[src/rtl/pi_pkg.sv]
// pi_pkg: shared constants, FSM state type and sign-magnitude conversion for the Pi voltage link
package pi_pkg;
   localparam int PI_VOLTAGE_W = 11;
   typedef enum logic [1:0] {WAIT_IDLE, IDLE, SHIFT} pi_rx_state_t;
   function automatic logic [PI_VOLTAGE_W-1:0] sm_to_tc(input logic [PI_VOLTAGE_W-1:0] sm);
      logic [PI_VOLTAGE_W-1:0] mag;
      mag = {1'b0, sm[PI_VOLTAGE_W-2:0]};
      return sm[PI_VOLTAGE_W-1] ? -mag : mag;
   endfunction
endpackage

[src/rtl/pi_sync_edge.sv]
// pi_sync_edge: multi-flop synchronizer with a change flag against a one-flop-delayed copy
module pi_sync_edge #(
   parameter int STAGES = 2
) (
   input  logic clk,
   input  logic reset,
   input  logic d,
   output logic q,
   output logic toggle
);
   logic [STAGES-1:0] sr;
   logic prev;
   always_ff @(posedge clk) begin
      if (reset) begin
         sr   <= '0;
         prev <= 1'b0;
      end else begin
         sr   <= {sr[STAGES-2:0], d};
         prev <= sr[STAGES-1];
      end
   end
   assign q      = sr[STAGES-1];
   assign toggle = sr[STAGES-1] ^ prev;
endmodule

[src/rtl/pi_voltage_rx.sv]
// pi_voltage_rx: oversampled SPI slave receiving sign-magnitude voltage frames.
// Define PI_RX_TWOS_COMP_EN to present voltage as two's complement instead of the raw word.
module pi_voltage_rx
   import pi_pkg::*;
#(
   parameter int VOLTAGE_W   = PI_VOLTAGE_W,
   parameter int SYNC_STAGES = 2
) (
   input  logic                 clk,
   input  logic                 reset,
   input  logic                 sclk,
   input  logic                 ncs,
   input  logic                 mosi,
   output logic [VOLTAGE_W-1:0] voltage,
   output logic                 valid,
   output logic                 frame_err,
   output logic                 busy
);
   localparam int CW = $clog2(VOLTAGE_W + 2);
   localparam logic [CW-1:0] FULL = CW'(VOLTAGE_W);
   pi_rx_state_t state;
   logic sclk_q, sclk_tog, ncs_q, ncs_tog, sclk_rise, ncs_rise, ncs_fall, eval;
   logic [SYNC_STAGES-1:0] mosi_sr;
   logic [CW-1:0] cnt;
   logic [VOLTAGE_W-1:0] sh, word;
   pi_sync_edge #(.STAGES(SYNC_STAGES)) u_sclk (
      .clk(clk), .reset(reset), .d(sclk), .q(sclk_q), .toggle(sclk_tog)
   );
   pi_sync_edge #(.STAGES(SYNC_STAGES)) u_ncs (
      .clk(clk), .reset(reset), .d(ncs), .q(ncs_q), .toggle(ncs_tog)
   );
   assign sclk_rise = sclk_tog & sclk_q;
   assign ncs_rise  = ncs_tog & ncs_q;
   assign ncs_fall  = ncs_tog & ~ncs_q;
   assign busy      = (state == SHIFT);
`ifdef PI_RX_TWOS_COMP_EN
   assign word = sm_to_tc(sh);
`else
   assign word = sh;
`endif
   // mosi gets the same depth as sclk so the sampled bit lines up with the detected edge
   always_ff @(posedge clk) begin
      if (reset) mosi_sr <= '0;
      else mosi_sr <= {mosi_sr[SYNC_STAGES-2:0], mosi};
   end
   // eval marks the cycle after ncs rises, so a same-cycle final sclk edge is already counted
   always_ff @(posedge clk) begin
      if (reset) begin
         state     <= WAIT_IDLE;
         cnt       <= '0;
         sh        <= '0;
         eval      <= 1'b0;
         voltage   <= '0;
         valid     <= 1'b0;
         frame_err <= 1'b0;
      end else begin
         valid     <= eval && cnt == FULL;
         frame_err <= eval && cnt != FULL;
         if (eval && cnt == FULL) voltage <= word;
         eval <= 1'b0;
         case (state)
            WAIT_IDLE: if (ncs_q) state <= IDLE;
            IDLE: if (ncs_fall) begin
               cnt   <= '0;
               sh    <= '0;
               state <= SHIFT;
            end
            SHIFT: begin
               if (sclk_rise) begin
                  sh <= {sh[VOLTAGE_W-2:0], mosi_sr[SYNC_STAGES-1]};
                  if (cnt <= FULL) cnt <= cnt + 1'b1;
               end
               if (ncs_rise) begin
                  state <= IDLE;
                  eval  <= 1'b1;
               end
            end
            default: state <= WAIT_IDLE;
         endcase
      end
   end
endmodule
[config.mk]
export PLATFORM = sky130hd
export DESIGN_NAME = pi_voltage_rx
export DESIGN_NICKNAME = d
export VERILOG_FILES = /design/src/rtl/pi_pkg.sv /design/src/rtl/pi_sync_edge.sv /design/src/rtl/pi_voltage_rx.sv
export SDC_FILE = /design/constraint.sdc
export NUM_CORES = 1
export LEC_CHECK = 0
export CORE_MARGIN = 2
export CORE_UTILIZATION = 41
export DETAILED_ROUTE_END_ITERATION = 8
export REMOVE_ABC_BUFFERS = 1
export SETUP_SLACK_MARGIN = 0.4
export SKIP_LAST_GASP = 1
export SLEW_MARGIN = 30
export SYNTH_ARGS = -nofsm -noshare
export SYNTH_HDL_FRONTEND = slang
export SYNTH_SLANG_ARGS = --single-unit
[constraint.sdc]
create_clock -name clk -period 1.65 [get_ports clk]
set_input_delay 0.495 -clock clk [delete_from_list [all_inputs] [get_ports clk]]
set_output_delay 0.495 -clock clk [all_outputs]
set_load 0.01 [all_outputs]
-- After elaboration in Yosys (flattened, before gate mapping)
Index checks and enable logic that the tools add are counted.
- order comparisons: 1
- mux-type cells: 12
- add/subtract/negate cells: 1
- reduce and logical (&&, ||, !) cells: 8
- eq/ne operators: 9
- bitwise gates (word level): 7
- operators with widths (kind ; number):
    $mux W11 ; 2
    $pmux W11 S2 ; 1
    $mux W4 ; 3
    $ne A2 B1 Y1 const B ; 4
    $pmux W4 S2 ; 1
    $mux W2 ; 3
    $pmux W2 S3 ; 1
    $reduce_and A3 Y1 ; 2
    $add A4 B1 Y4 const B ; 1
    $eq A4 B4 Y1 const B ; 1
    $le A4 B4 Y1 const B ; 1
    $ne A4 B4 Y1 const B ; 1
    $reduce_and A4 Y1 ; 1
    $and A1 B1 Y1 ; 3
    $eq A2 B1 Y1 const B ; 1
    $eq A2 B2 Y1 const B ; 1
    $logic_and A1 B1 Y1 ; 2
    $logic_not A2 Y1 ; 1
    $ne A2 B2 Y1 const B ; 1
    $not A1 Y1 ; 2
    $reduce_bool A2 Y1 ; 1
    $reduce_or A2 Y1 ; 1
    $xor A1 B1 Y1 ; 2
    $mux W1 ; 1
- bits in registers: 39
- input bits: 5
- output and inout bits: 14

-- Logic depth before layout (Yosys ltp)
- word-level depth: 4
- gate-level depth with buffers: 5
- mapped depth without buffers: 4

-- Modules after synthesis
From an unflattened synthesis, not the netlist that was laid out.
- cells, all modules: 163
- area total of the unflattened synthesis: 1481.4 µm²
- by module, submodules not included (module ; cells each ; area each (µm²) ; times used ; sequential area each (µm²)):
    pi_voltage_rx ; 149 ; 1306.3 ; 1 ; 660.6
    pi_sync_edge ; 7 ; 87.6 ; 2 ; 60.1

-- Least setup slack after synthesis
Ideal clock, no wire load.
- path type: register -> output
- start: register state[1]
- end: output busy
- arrival: 0.760 ns
- stages on the path, launching flop included: 4
- slack: 0.395 ns
- data required time: 1.155 ns
- cells stage by stage: dfxtp_1 > nor2b_1 > buf_4 > buf_6
- word-level cells in the longest chain between the ends: 1
- RTL lines (item ; line ; RTL):
    start, declared ; pi_voltage_rx.sv:21 ; pi_rx_state_t state;
    start signal, assigned ; pi_voltage_rx.sv:49 ; state <= WAIT_IDLE;
    start signal, assigned ; pi_voltage_rx.sv:62 ; WAIT_IDLE: if (ncs_q) state <= IDLE;
    start signal, assigned ; pi_voltage_rx.sv:66 ; state <= SHIFT;
    $eq A2 B2 Y1 ; pi_voltage_rx.sv:35 ; assign busy = (state == SHIFT);
    end, declared ; pi_voltage_rx.sv:17 ; output logic busy
Every way passes these cells.

-- Final worst setup path
- start: register state[0]
- end: output busy
The elaborated chain is that of the path after synthesis.

==> impl_metrics.tcl <==
set metrics [dict create \
    status "complete, no violations" \
    setup-tns-final_ns 0 \
    dp_cells 224 \
    vias_per_cell 5.27 \
    clock.fmax_ghz 0.734 \
    antenna_cells 0 \
    grt_first_pass_wirelength_um 5890 \
    clkTransAtPathRegs_ns 0.07 \
    crit_required_ns 1.15 \
    cp-end-kind "output port" \
    period_needed_ns 1.36 \
    root_buffer "clkbuf_8" \
    initial_core_util_pct 43.1 \
    grt_max_degree 35 \
    fin_ws_ns 0.287 \
    drtAntennaViolNets 0 \
    instances_no_fill 240 \
    drive_above_1_share_pct 43.2 \
    synth_edf_count 0 \
    yosysWarnings 0 \
    setup.worst_path.class "reg2out" \
    nets 197 \
    dr.pass1.iters 4 \
    synthMuxAreaShare_pct 0 \
    setup_viol 0 \
    synth-seq-cells 39 \
    cts_buffer_depth 2 \
    hold_path_class "reg2reg" \
    pwr_density_cell_nw_per_um2 778 \
    synth-simple-area-share_pct 20.6 \
    seq_area_frac_synth_pct 49.1 \
    async_flop_share_pct 0 \
    drc 0 \
    antenna_found_initial 0 \
    rsz0062_at_grt "yes" \
    postPlaceCellArea_um2 1820 \
    maxCapViolCount 0 \
    routedWlPerCell_um 14.3 \
    htreeDepth 2 \
    synth_top_family_by_area "compound AO/OA/AOI/OAI gates" \
    port_buffers 18 \
    gp_congestion 0.647 \
    cts_sinks 39 \
    yosys.area_share.adder_pct 0.787 \
    drt_iter0_drc 44 \
    die-area_um2 4390 \
    fin_area_um2 2110 \
    final_hold_viol_count 0 \
    worst_pin_slew_ns 0.255 \
    pin_count 19 \
    drt-total-wl_um 3430 \
    vias 1265 \
    fin_crit_sh_pct 82.6 \
    fp.dieH_um 66.3 \
    synth_top_flop_cell "dfxtp_1" \
    crit_arrival_ns 0.87 \
    syn_inst 162 \
    grt_use_total_pct 18.0 \
    skew_ns 0.00648 \
    dpl.hpwl_um 2050 \
    syn_area_um2 1590 \
    core-area_um2 3690 \
    grt.overflow.total 0 \
    synth_xor_area_share_pct 0 \
    dp_worst_setup_slack_ns 0.120 \
    slew_headroom_pct 82.9 \
    synth_compound_area_share_pct 23.4 \
    synth_area_per_cell_um2 9.81 \
    power_leakage_uw 0.000822 \
    n_fill_cell 351 \
    slew_violations 0 \
    cts_tree "yes" \
    numCtsBuffers 5 \
    hold_slack_ns 0.445 \
    syn2layout_area_growth_pct 33.1 \
    grt_pass1_vias 1260 \
    clk_latency_ns 0.29 \
    die_x_um 66.3 \
    critPathMaxFanout 2 \
    cp-start-kind "flip-flop" \
    num_rows 22 \
    irDropWorstVdd_v 0.000523 \
    synth.distinct_cells 33 \
]
-- cell usage in the layout (no fill, tap or decap), types with 2 or more instances in the layout --
| cell | instances |
|---|---|
| buf_6 | 17 |
| a21oi_1 | 15 |
| buf_2 | 2 |
| dfxtp_2 | 15 |
| clkinv_2 | 3 |
| dfxtp_1 | 22 |
| o211a_1 | 3 |
| a21oi_2 | 10 |
| nand3_1 | 12 |
| or2_2 | 2 |
| o211ai_1 | 3 |
| dfxtp_4 | 2 |
| inv_1 | 2 |
| o211ai_2 | 9 |
| clkdlybuf4s50_1 | 4 |
| nor2_1 | 2 |
| buf_4 | 7 |
| buf_12 | 2 |
| clkbuf_8 | 5 |
| nand2_1 | 26 |
| nor2b_1 | 9 |
| nand4bb_4 | 2 |
-- cells in the mapped netlist, drive strengths merged, types with 2 or more instances --
master,count,share of area (%)
dfxtp,39,49
nor2,2,0.47
or2,2,0.79
buf,12,5.4
nand4bb,2,1.4
inv,2,0.47
nand3,12,3.8
nand2,26,6.1
a21oi,25,10
o211a,3,1.9
o211ai,12,8.5
nor2b,10,3.9
-- timing repair --
item                                    CTS  global route
setup buffers                             3             2
cloned                                    2             1
resized for setup                        81            24
hold buffers                              0             0
pin swaps                                 3            14
endpoints found under the setup margin   36            39
-- cell families after synthesis --
| logic type | after synthesis |
|---|---|
| buffers and inverters | 15 |
| AND/OR/NAND/NOR | 61 |
| flip-flops | 39 |
| AO/OA/AOI/OAI | 46 |
| adder cells (fa/ha/maj) | 1 |
-- metal layers --
| layer | part of all wire [%] | track usage (%) | up-vias | wire [um] |
|---|---|---|---|---|
| met2 | 49 | 28.0 | 25 | 1700 |
| met3 | 3.9 | 6.30 | 8 | 133 |
| li1 | - | - | 636 | - |
| met4 | 2.2 | 9.44 | 0 | 76 |
| met5 | 0 | 0 | - | 0 |
| met1 | 44 | 21.6 | 596 | 1530 |
-- final timing paths --
| kind | start | slack, ns | end | cells after the start |
|---|---|---|---|---|
| worst max-delay path | state[0] | 0.29 | busy | 2 |
| worst min-delay path | u_sclk.sr[0] | 0.45 | u_sclk.sr[1] | 1 |
| worst max register to register | state[1] | 0.35 | sh[6] | 5 |
| worst min register to register | u_sclk.sr[0] | 0.45 | u_sclk.sr[1] | 1 |
-- critical path, cell delays in order (launching register included) --
cell	delay, ns
dfxtp_4	0.36
nor2b_4	0.12
buf_6	0.11
-- layout make-up --
type | count | area [um^2] | share of cell area [%]
Clock inverter | 3 | 15.0 | 0.710
Timing Repair Buffer | 34 | 374 | 17.7
Multi-Input combinational cell | 109 | 782 | 37.0
Sequential cell | 39 | 807 | 38.2
Clock buffer | 5 | 68.8 | 3.25
Tap cell | 48 | 60.1 | 2.84
Inverter | 2 | 7.51 | 0.355
-- through the flow --
step           power [uW]  utilization, %
2_1_floorplan        1000               -
3_3_place_gp         1040            49.3
3_5_place_dp         1040            49.3
4_1_cts              1660            53.4
5_1_grt              1730            57.3
6_report             1640            57.3
-- power by group --
part           internal (uW)  switching (uW)  leakage, uW
logic                   37.8            37.4     0.000449
registers                949            7.47     0.000325
clock network            289             324    0.0000477
-- sequential cells by signal, indices dropped and copies added (netlist names) --
signal,count
u_ncs.prev,1
u_sclk.sr,2
cnt,4
u_ncs.sr,2
sh,11
valid,1
voltage,11
u_sclk.prev,1
eval,1
state,2
frame_err,1
mosi_sr,2
Note: power is estimated with default switching activity, not from simulation.
